[config.mk]
export PLATFORM = sky130hd
export DESIGN_NAME = dmem_port_arbiter
export DESIGN_NICKNAME = d
export VERILOG_FILES = /design/src/rtl/dmem_port_arbiter.sv
export SDC_FILE = /design/constraint.sdc
export NUM_CORES = 1
export LEC_CHECK = 0
export CORE_AREA = 2 2 230 232
export CTS_CLUSTER_DIAMETER = 50
export DETAILED_ROUTE_END_ITERATION = 6
export DIE_AREA = 0 0 232 234
export SYNTH_ARGS = -nofsm -noshare
export SYNTH_HDL_FRONTEND = slang
export SYNTH_SLANG_ARGS = --single-unit
[constraint.sdc]
create_clock -name clk -period 3.8 [get_ports clk]
set_clock_uncertainty 0.1 [all_clocks]
set_input_delay 1.14 -clock clk [delete_from_list [all_inputs] [get_ports clk]]
set_output_delay 1.14 -clock clk [all_outputs]
set_load 0.02 [all_outputs]
[src/rtl/dmem_port_arbiter.sv]
// ============================================================================
// Module   : dmem_port_arbiter
// Purpose  : Shares one data-memory port between the CPU MEM stage and an
//            external loader/debug requester, with starvation-bounded ext.
// Revision : 1.0  initial release
// ============================================================================
`default_nettype none

module dmem_port_arbiter #(
    parameter int DATA_W   = 64,
    parameter int ADDR_W   = 64,
    parameter int MAX_WAIT = 4
) (
    input  logic              clk,
    input  logic              rst,
    input  logic              enable,
    input  logic              cpu_req,
    input  logic              cpu_we,
    input  logic [ADDR_W-1:0] cpu_addr,
    input  logic [DATA_W-1:0] cpu_wdata,
    output logic              cpu_gnt,
    output logic              cpu_stall,
    output logic              cpu_rvalid,
    output logic [DATA_W-1:0] cpu_rdata,
    input  logic              ext_req,
    input  logic              ext_we,
    input  logic [ADDR_W-1:0] ext_addr,
    input  logic [DATA_W-1:0] ext_wdata,
    output logic              ext_gnt,
    output logic              ext_rvalid,
    output logic [DATA_W-1:0] ext_rdata,
    output logic [ADDR_W-1:0] mem_addr,
    output logic [DATA_W-1:0] mem_wdata,
    output logic              mem_wen,
    output logic              mem_ren,
    input  logic [DATA_W-1:0] mem_rdata
);

    localparam logic [3:0] c_MAX_WAIT = 4'(MAX_WAIT);

    typedef enum logic [1:0] {
        IDLE   = 2'd0,
        CPU_RD = 2'd1,
        EXT_RD = 2'd2
    } rsp_state_t;

    rsp_state_t r_state;
    rsp_state_t w_state_nxt;
    logic [3:0] r_wait_cnt;
    logic       w_creq;
    logic       w_ereq;
    logic       w_gnt_we;

    assign w_creq = cpu_req & enable & ~rst;
    assign w_ereq = ext_req & ~rst;

    // CPU wins by default; ext is forced through once it has waited MAX_WAIT cycles.
    assign ext_gnt   = w_ereq & (~w_creq | (r_wait_cnt == c_MAX_WAIT));
    assign cpu_gnt   = w_creq & ~ext_gnt;
    assign cpu_stall = w_creq & ~cpu_gnt;

    always_comb begin
        mem_addr  = '0;
        mem_wdata = '0;
        w_gnt_we  = 1'b0;
        if (ext_gnt) begin
            mem_addr  = ext_addr;
            mem_wdata = ext_wdata;
            w_gnt_we  = ext_we;
        end else if (cpu_gnt) begin
            mem_addr  = cpu_addr;
            mem_wdata = cpu_wdata;
            w_gnt_we  = cpu_we;
        end
    end

    assign mem_wen = (cpu_gnt | ext_gnt) & w_gnt_we;
    assign mem_ren = (cpu_gnt | ext_gnt) & ~w_gnt_we;

    always_ff @(posedge clk) begin
        if (rst) begin
            r_wait_cnt <= 4'd0;
        end else if (!w_ereq || ext_gnt) begin
            r_wait_cnt <= 4'd0;
        end else if (r_wait_cnt < c_MAX_WAIT) begin
            r_wait_cnt <= r_wait_cnt + 4'd1;
        end
    end

    always_ff @(posedge clk) begin
        if (rst) begin
            r_state <= IDLE;
        end else begin
            r_state <= w_state_nxt;
        end
    end

    always_comb begin
        w_state_nxt = IDLE;
        if (cpu_gnt && !cpu_we) begin
            w_state_nxt = CPU_RD;
        end else if (ext_gnt && !ext_we) begin
            w_state_nxt = EXT_RD;
        end
    end

    // Masking with rst drops a read whose response would land in the reset cycle.
    assign cpu_rvalid = (r_state == CPU_RD) & ~rst;
    assign ext_rvalid = (r_state == EXT_RD) & ~rst;
    assign cpu_rdata  = mem_rdata;
    assign ext_rdata  = mem_rdata;

endmodule

`default_nettype wire

==> key figures, run 1 <==
Outcome
  • Status: finished, violations left
  • Failing checks: negative setup slack

Pwr
  • Cell internal pwr: about 0.73 mW
  • Power Total: 1.12 mW
  • Sw frac: 0.351
  • VDD IR max: 125 uV
  • Flop pwr share: 0.058
  • Clock Power Share: 0.153
  • Leakage power: 3.07 nW
  • Sw power: between 0.3 and 0.4 mW
  • Power density cells: 150 nW/um2
  • Comb power frac: 0.789

Detailed routing
  • Vias: 4054
  • Wire length per cell: 20.9 um
  • Post-route ant nets: 0
  • Drt drc: 0
  • First-pass DRT Iterations: 4
  • WL final: 27800 um
  • Routed vias/inst: slightly above 3
  • Initial DRC Count: 114

Timing
  • Final hold vios: 0
  • Final setup violation count: 10
  • Crit path time final: 3.87 ns
  • RSZ-0062 raised after global routing: true
  • Final setup margin: -0.0701 ns
  • Max Fclk: 0.258 GHz
  • Slew Limit Fails: 0
  • Fin crit share: 1.02
  • Worst-Margin Slew: 0.265 ns
  • Max-slew headroom: 0.822

Critical path
  • Worst path arrival time: between 2 and 3 ns
  • Critical R2R Capture: r_state[1]$_SDFF_PP0_
  • Max FO, Critical Path: 5
  • Critical path origin: cpu_req
  • Worst R2R Path Depth: 9
  • Critical Path RT: approximately 2.6 ns
  • WS Path Type: input port to output port
  • Setup crit end kind: output port
  • Startpoint class of the critical path: input port
  • Worst setup path end: mem_addr[31]
  • Worst reg2reg path startpoint: r_wait_cnt[0]$_SDFFE_PP0N_
  • FF-to-FF setup slack: 2.00 ns

Global routing
  • Vias in the first global route: 4312
  • Global Route Usage Sum: 0.0897
  • Overflow after GRT: 0
  • First-pass GRT wire length: 32800 um
  • Antenna violations before repair: 6
  • Largest net degree at the start of global routing: 22

Finish
  • Final Net Count: 970
  • Ratio of cells with drive above 1 in the final layout: 0.366
  • Layout area overhead: 184%
  • Cell area after layout: 7500 um2
  • Fin cells: 1328
  • Fillers: between 5000 and 6000

Hold path
  • Min-Delay Path Class: register to register

Yosys
  • Cell area after synthesis: 2640 um2
  • Yosys warning count: 0
  • Area contributors post-synth: a22o_1, buf_4, dfxtp_1, buf_6, buf_2
  • Post-Syn Instances: 322
  • Top-area cell type share of the netlist area: 0.431
  • Post-Syn Area per Cell: 8.20 um2
  • Synthesized flop and latch total: 6
  • Cell taking the most area after synthesis: a22o_1
  • Fraction of the yosys area taken by sequential cells: 0.0455
  • Synth Net Count: 651
  • Yosys cell types: 25

Clocking
  • H-tree Lvls: 1
  • Clock tree buffer depth: 2
  • CTS tree: done
  • Sink Count: 6
  • Clk root buf: clkbuf_16
  • Post-CTS Hold Buffers: 0
  • Total CTS buffers: 3
  • Clock-pin slew on the worst setup and hold paths: 0.03 ns
  • Clk Latency, worst-skew pair: around 0.23 ns

Placement
  • Placed cell area: 6740 um2
  • PortBufs: 397
  • Dpl hpwl: 19100 um
  • Routability cong.: 0.843
  • Placed insts: ~1300

Floorplanning
  • Die width: roughly 230 um
  • Initial Utilization: 0.0508
  • Row cnt: 84
  • Core box area: 52000 um2
  • Ports: 590
  • Die ar.: ~54000 um2
  • Die height: 234 um

Flow run
  • Max-cap violation count: 0
-- placed cells by master, fill, tap and decap left out, drive strengths merged, types with 2 or more instances in the layout --
cell type	n
ha	2
dlygate4sd2	2
nand3b	2
a21oi	2
and2	2
nand2b	2
inv	5
a22o	130
buf	198
clkbuf	13
clkdlybuf4s50	260
nor2	2
nor3b	2
dfxtp	6
nor3	2
-- synth_stat cells --
master and instances:
buf_4 133, a22o_1 130, buf_2 13, buf_6 9, dfxtp_1 6, inv_1 5, and2_1 2, clkbuf_4 2
ha_1 2, nand2b_1 2, nor2_1 2, nor3_1 2, nor3b_1 2, a21oi_1 1, a21oi_4 1, a22oi_1 1
and3_1 1, and3b_1 1, nand2_1 1, nand3_1 1, nand3b_1 1, nand3b_4 1, o21a_1 1, o21ai_0 1
xnor2_1 1
-- logic make-up (layout without fill, tap and decap cells) --
logic type	count (synthesis)	count (layout)	share of synthesized area
buf+inv	162	479	0.454
compound gates	135	135	0.447
simple gates	16	16	0.0412
flops	6	6	0.0455
fa+ha+maj	2	2	0.00947
xor+xnor	1	1	0.00332
other cells	0	1	0
-- worst min-delay path by stage --
stage	slack (ns)	startpoint	to	cells past startpoint
6_report	0.41	r_wait_cnt[1]$_SDFFE_PP0N_	r_wait_cnt[1]$_SDFFE_PP0N_	2
5_1_grt	0.45	r_wait_cnt[1]$_SDFFE_PP0N_	r_wait_cnt[1]$_SDFFE_PP0N_	2
4_1_cts	0.40	r_wait_cnt[1]$_SDFFE_PP0N_	r_wait_cnt[1]$_SDFFE_PP0N_	2
3_5_place_dp	0.39	r_wait_cnt[1]$_SDFFE_PP0N_	r_wait_cnt[1]$_SDFFE_PP0N_	2
3_3_place_gp	0.38	r_wait_cnt[1]$_SDFFE_PP0N_	r_wait_cnt[1]$_SDFFE_PP0N_	2
2_1_floorplan	0.37	r_wait_cnt[1]$_SDFFE_PP0N_	r_wait_cnt[1]$_SDFFE_PP0N_	2
-- critical path, stage by stage --
cell	delay [ns]
buf_6	0.09
and3b_2	0.24
buf_6	0.13
o21a_4	0.13
buf_12	0.14
buf_16	0.14
buf_12	0.14
buf_6	0.11
a22o_1	0.20
buf_6	0.14
-- per-stage QoR --
stage,hold WS [ns],utilization,setup TNS (ns),worst slack [ns]
6_report,0.405,0.144,-0.297,-0.0701
4_1_cts,0.401,0.140,-11.19,-0.226
3_3_place_gp,0.383,0.129,-87.15,-0.806
2_1_floorplan,0.368,-,0,0.388
5_1_grt,0.454,0.144,-1.65,-0.120
3_5_place_dp,0.393,0.129,-89.21,-0.831
-- flip-flops by register name (all words and copies together) (netlist names) --
| signal | count |
|---|---|
| r_state | 2 |
| r_wait_cnt | 4 |
-- cell type report --
type                       instances  area [um2]  share of cell area
timing repair buffer             471        4940               0.658
multi-input combinational        154        1490               0.198
tap                              688         861               0.115
sequential                         6         120              0.0160
clock buffer                       3        75.1              0.0100
inverter                           5        18.8             0.00250
antenna                            1        2.50            0.000334
-- power by group through the flow --
| stage | combinational, mW | sequential, mW | clock, mW |
|---|---|---|---|
| 2_1_floorplan | 0.442 | 0.0658 | 0 |
| 4_1_cts | 0.868 | 0.0650 | 0.176 |
| 6_report | 0.885 | 0.0650 | 0.172 |
| 3_5_place_dp | 0.797 | 0.0659 | 0 |
| 5_1_grt | 0.937 | 0.0651 | 0.178 |
| 3_3_place_gp | 0.795 | 0.0658 | 0 |
-- routing by layer --
layer | track usage | wire length (um) | part of all wire | vias up
met1 | 0.0850 | 9460 | 0.34 | 1804
met5 | 0 | 7 | 0.00025 | -
met4 | 0.0216 | 767 | 0.028 | 2
li1 | - | - | - | 1726
met3 | 0.0587 | 4740 | 0.17 | 42
met2 | 0.161 | 12800 | 0.46 | 480
-- what timing repair did --
action / 4_1_cts / 5_1_grt
gates resized for setup: 487 / 110
endpoints found under the setup margin: 135 / 118
pin swaps: 13 / 33
cloned: 10 / 4
endpoints found under the hold margin: 0 / 0
buffers inserted: 26 / 17
(Power assumes the default switching activity.)
==> run 2, diff against run 1 <==
--- a/config.mk
+++ b/config.mk
@@ -9,6 +9,7 @@
 export CTS_CLUSTER_DIAMETER = 50
 export DETAILED_ROUTE_END_ITERATION = 6
 export DIE_AREA = 0 0 232 234
+export SKIP_LAST_GASP = 1
 export SYNTH_ARGS = -nofsm -noshare
 export SYNTH_HDL_FRONTEND = slang
 export SYNTH_SLANG_ARGS = --single-unit
==> run 2 against run 1 <==
Against the previous run:
- the flow still finishes with violations (negative setup slack)
- maximum frequency is 0.21% lower
- power is 0.13% lower
- first-iteration DRC count is 19% lower
- critical path type unchanged
- largest cell class unchanged
- highest routed layer unchanged
==> key figures, run 2 (synthesized netlist as in run 1, its figures left out) <==
Finish
  • Max reg flops: 4
  • Most common cell after layout, fill and taps aside: clkdlybuf4s50_1
  • Commonest non-fill, non-tap cells in the layout: clkdlybuf4s50_1, a22o_1, buf_4
  • Util after Layout: 0.144
  • Cell area after layout: around 7500 um2
  • Ratio of cells with drive above 1 in the final layout: 0.357
  • Storage element area: 120 um2
  • Fillers: 5919
  • Top Registers: r_wait_cnt x4, r_state x2
  • Fin cells: 1327
  • Biggest register: r_wait_cnt
  • Area taken by multi-input logic gates: 1470 um2
  • Layout area overhead: 184%
  • Final Net Count: ~970

Clocking
  • Clock-pin slew on the worst setup and hold paths: 0.04 ns
  • H-tree Lvls: 1
  • Clock tree buffer depth: 2
  • Sink Count: 6
  • Clk Latency, worst-skew pair: 0.23 ns
  • Total CTS buffers: 3
  • Clk root buf: clkbuf_16
  • Post-CTS Hold Buffers: 0
  • CTS tree: done

Placement
  • Dpl hpwl: 19100 um
  • Routability cong.: 0.843
  • Placed insts: 1280
  • PortBufs: approximately 400
  • Placement Setup Slack: -0.831 ns
  • Placed cell area: approximately 6700 um2

Floorplanning
  • Die width: 232 um
  • Die ar.: 54300 um2
  • Initial Utilization: 0.0508
  • Ports: 590
  • Row cnt: 84
  • Core box area: 52000 um2
  • Die height: 234 um

Pwr
  • Power density cells: ~150 nW/um2
  • Leakage power: 3.08 nW
  • VDD IR max: 122 uV

Timing
  • Fin crit share: 1.02
  • Final setup violation count: 21
  • Worst-Margin Slew: 0.279 ns
  • Final hold vios: 0
  • Max Fclk: 0.258 GHz
  • Final setup margin: -0.0783 ns
  • Slew Limit Fails: 0
  • Max-slew headroom: 0.813
  • Setup tns final: -0.535 ns
  • Crit path time final: 3.88 ns
  • RSZ-0062 raised after global routing: true

Global routing
  • Antenna violations before repair: 5
  • Largest net degree at the start of global routing: 22
  • Vias in the first global route: around 4300
  • Global Route Usage Sum: 0.0897
  • Overflow after GRT: 0
  • First-pass GRT wire length: 32800 um

Hold path
  • Worst Min Path Start: r_wait_cnt[1]$_SDFFE_PP0N_
  • Hold path depth: 2
  • Min-Delay Path Class: register to register
  • WHS Endpoint: r_wait_cnt[1]$_SDFFE_PP0N_

Critical path
  • Slowest cell on the critical path: and3b_2
  • FF-to-FF setup slack: 2.05 ns
  • Worst R2R Path Depth: 8
  • Worst path arrival time: ~2.6 ns
  • Worst reg2reg path startpoint: r_wait_cnt[0]$_SDFFE_PP0N_
  • Max FO, Critical Path: 5
  • Startpoint class of the critical path: input port
  • Cell mode on critical path: buf_6
  • Max incr delay on CP: 0.24 ns
  • Critical Path RT: 2.56 ns
  • Cell Chain, Critical Path: buf_6, and3b_2, buf_6, o21a_4, buf_12, buf_16, buf_12, buf_6, a22o_1, buf_6
  • Critical R2R Capture: r_state[0]$_SDFF_PP0_
  • Setup crit end kind: output port
  • WS Path Type: input port to output port

Detailed routing
  • Drt drc: 0
  • First-pass DRT Iterations: 4
  • WL final: between 20000 and 30000 um
  • Vias: 4036
  • Initial DRC Count: 92
  • Wire length per cell: 20.9 um
  • Routed vias/inst: 3.04
  • Post-route ant nets: 0

Outcome
  • Status: finished, violations left
  • Failing checks: negative setup slack

Flow run
  • Max-cap violation count: 0
-- run 2: cell types whose count changed in the layout (fill, tap and decap cells not counted), sizes merged --
cell           delta
clkbuf           +15
clkdlybuf4s15     +4
dlymetal6s2s      +2
buf              -22
-- run 2: timing repair --
action,in CTS,in global routing
setup buffers,26,10
resized for setup,415,129
pin swaps,12,25
cloned,10,4
endpoints found under the setup margin,135,130
-- run 2: layer usage --
layer	global-route usage	vias up	part of all wire
li1	-	1724	-
met1	0.0855	1775	0.33
met2	0.161	493	0.47
met3	0.0580	42	0.18
met4	0.0204	2	0.024
met5	0	-	0.00025
-- run 2: power by group --
| group | internal (mW) | leakage (nW) | switching (mW) |
|---|---|---|---|
| logic | 0.527 | 2.99 | 0.355 |
| registers | 0.0644 | 0.0486 | 0.000591 |
| clock network | 0.135 | 0.0370 | 0.0388 |
| total | 0.727 | 3.08 | 0.394 |
-- run 2: worst max-delay path by stage --
stage / cells past startpoint / to / slack [ns] / from
after floorplan: 6 / mem_addr[0] / 0.39 / rst
after global placement: 6 / mem_wdata[0] / -0.81 / rst
after detailed placement: 6 / mem_addr[40] / -0.83 / rst
after CTS: 8 / mem_wdata[7] / -0.36 / enable
after global routing: 10 / mem_addr[31] / -0.12 / cpu_req
final: 10 / mem_addr[31] / -0.08 / cpu_req
-- run 2: final cells by class --
cell class | count | area share
timing repair buffer | 470 | 0.660
multi-input combinational | 154 | 0.196
tap | 688 | 0.115
sequential | 6 | 0.0160
clock buffer | 3 | 0.0100
inverter | 5 | 0.00250
antenna | 1 | 0.000333
-- run 2: stage by stage --
| step | total power [mW] | hold slack [ns] |
|---|---|---|
| CTS | 1.11 | 0.401 |
| floorplan | 0.508 | 0.368 |
| finish | 1.12 | 0.405 |
| global route | 1.18 | 0.454 |
| global placement | 0.861 | 0.383 |
| detailed placement | 0.863 | 0.393 |
-- run 2: worst max-delay path: cells and delay by family --
| kind | cells | cell delay, ns |
|---|---|---|
| compound gates | 2 | 0.33 |
| buf+inv | 7 | 0.90 |
| simple gates | 1 | 0.24 |
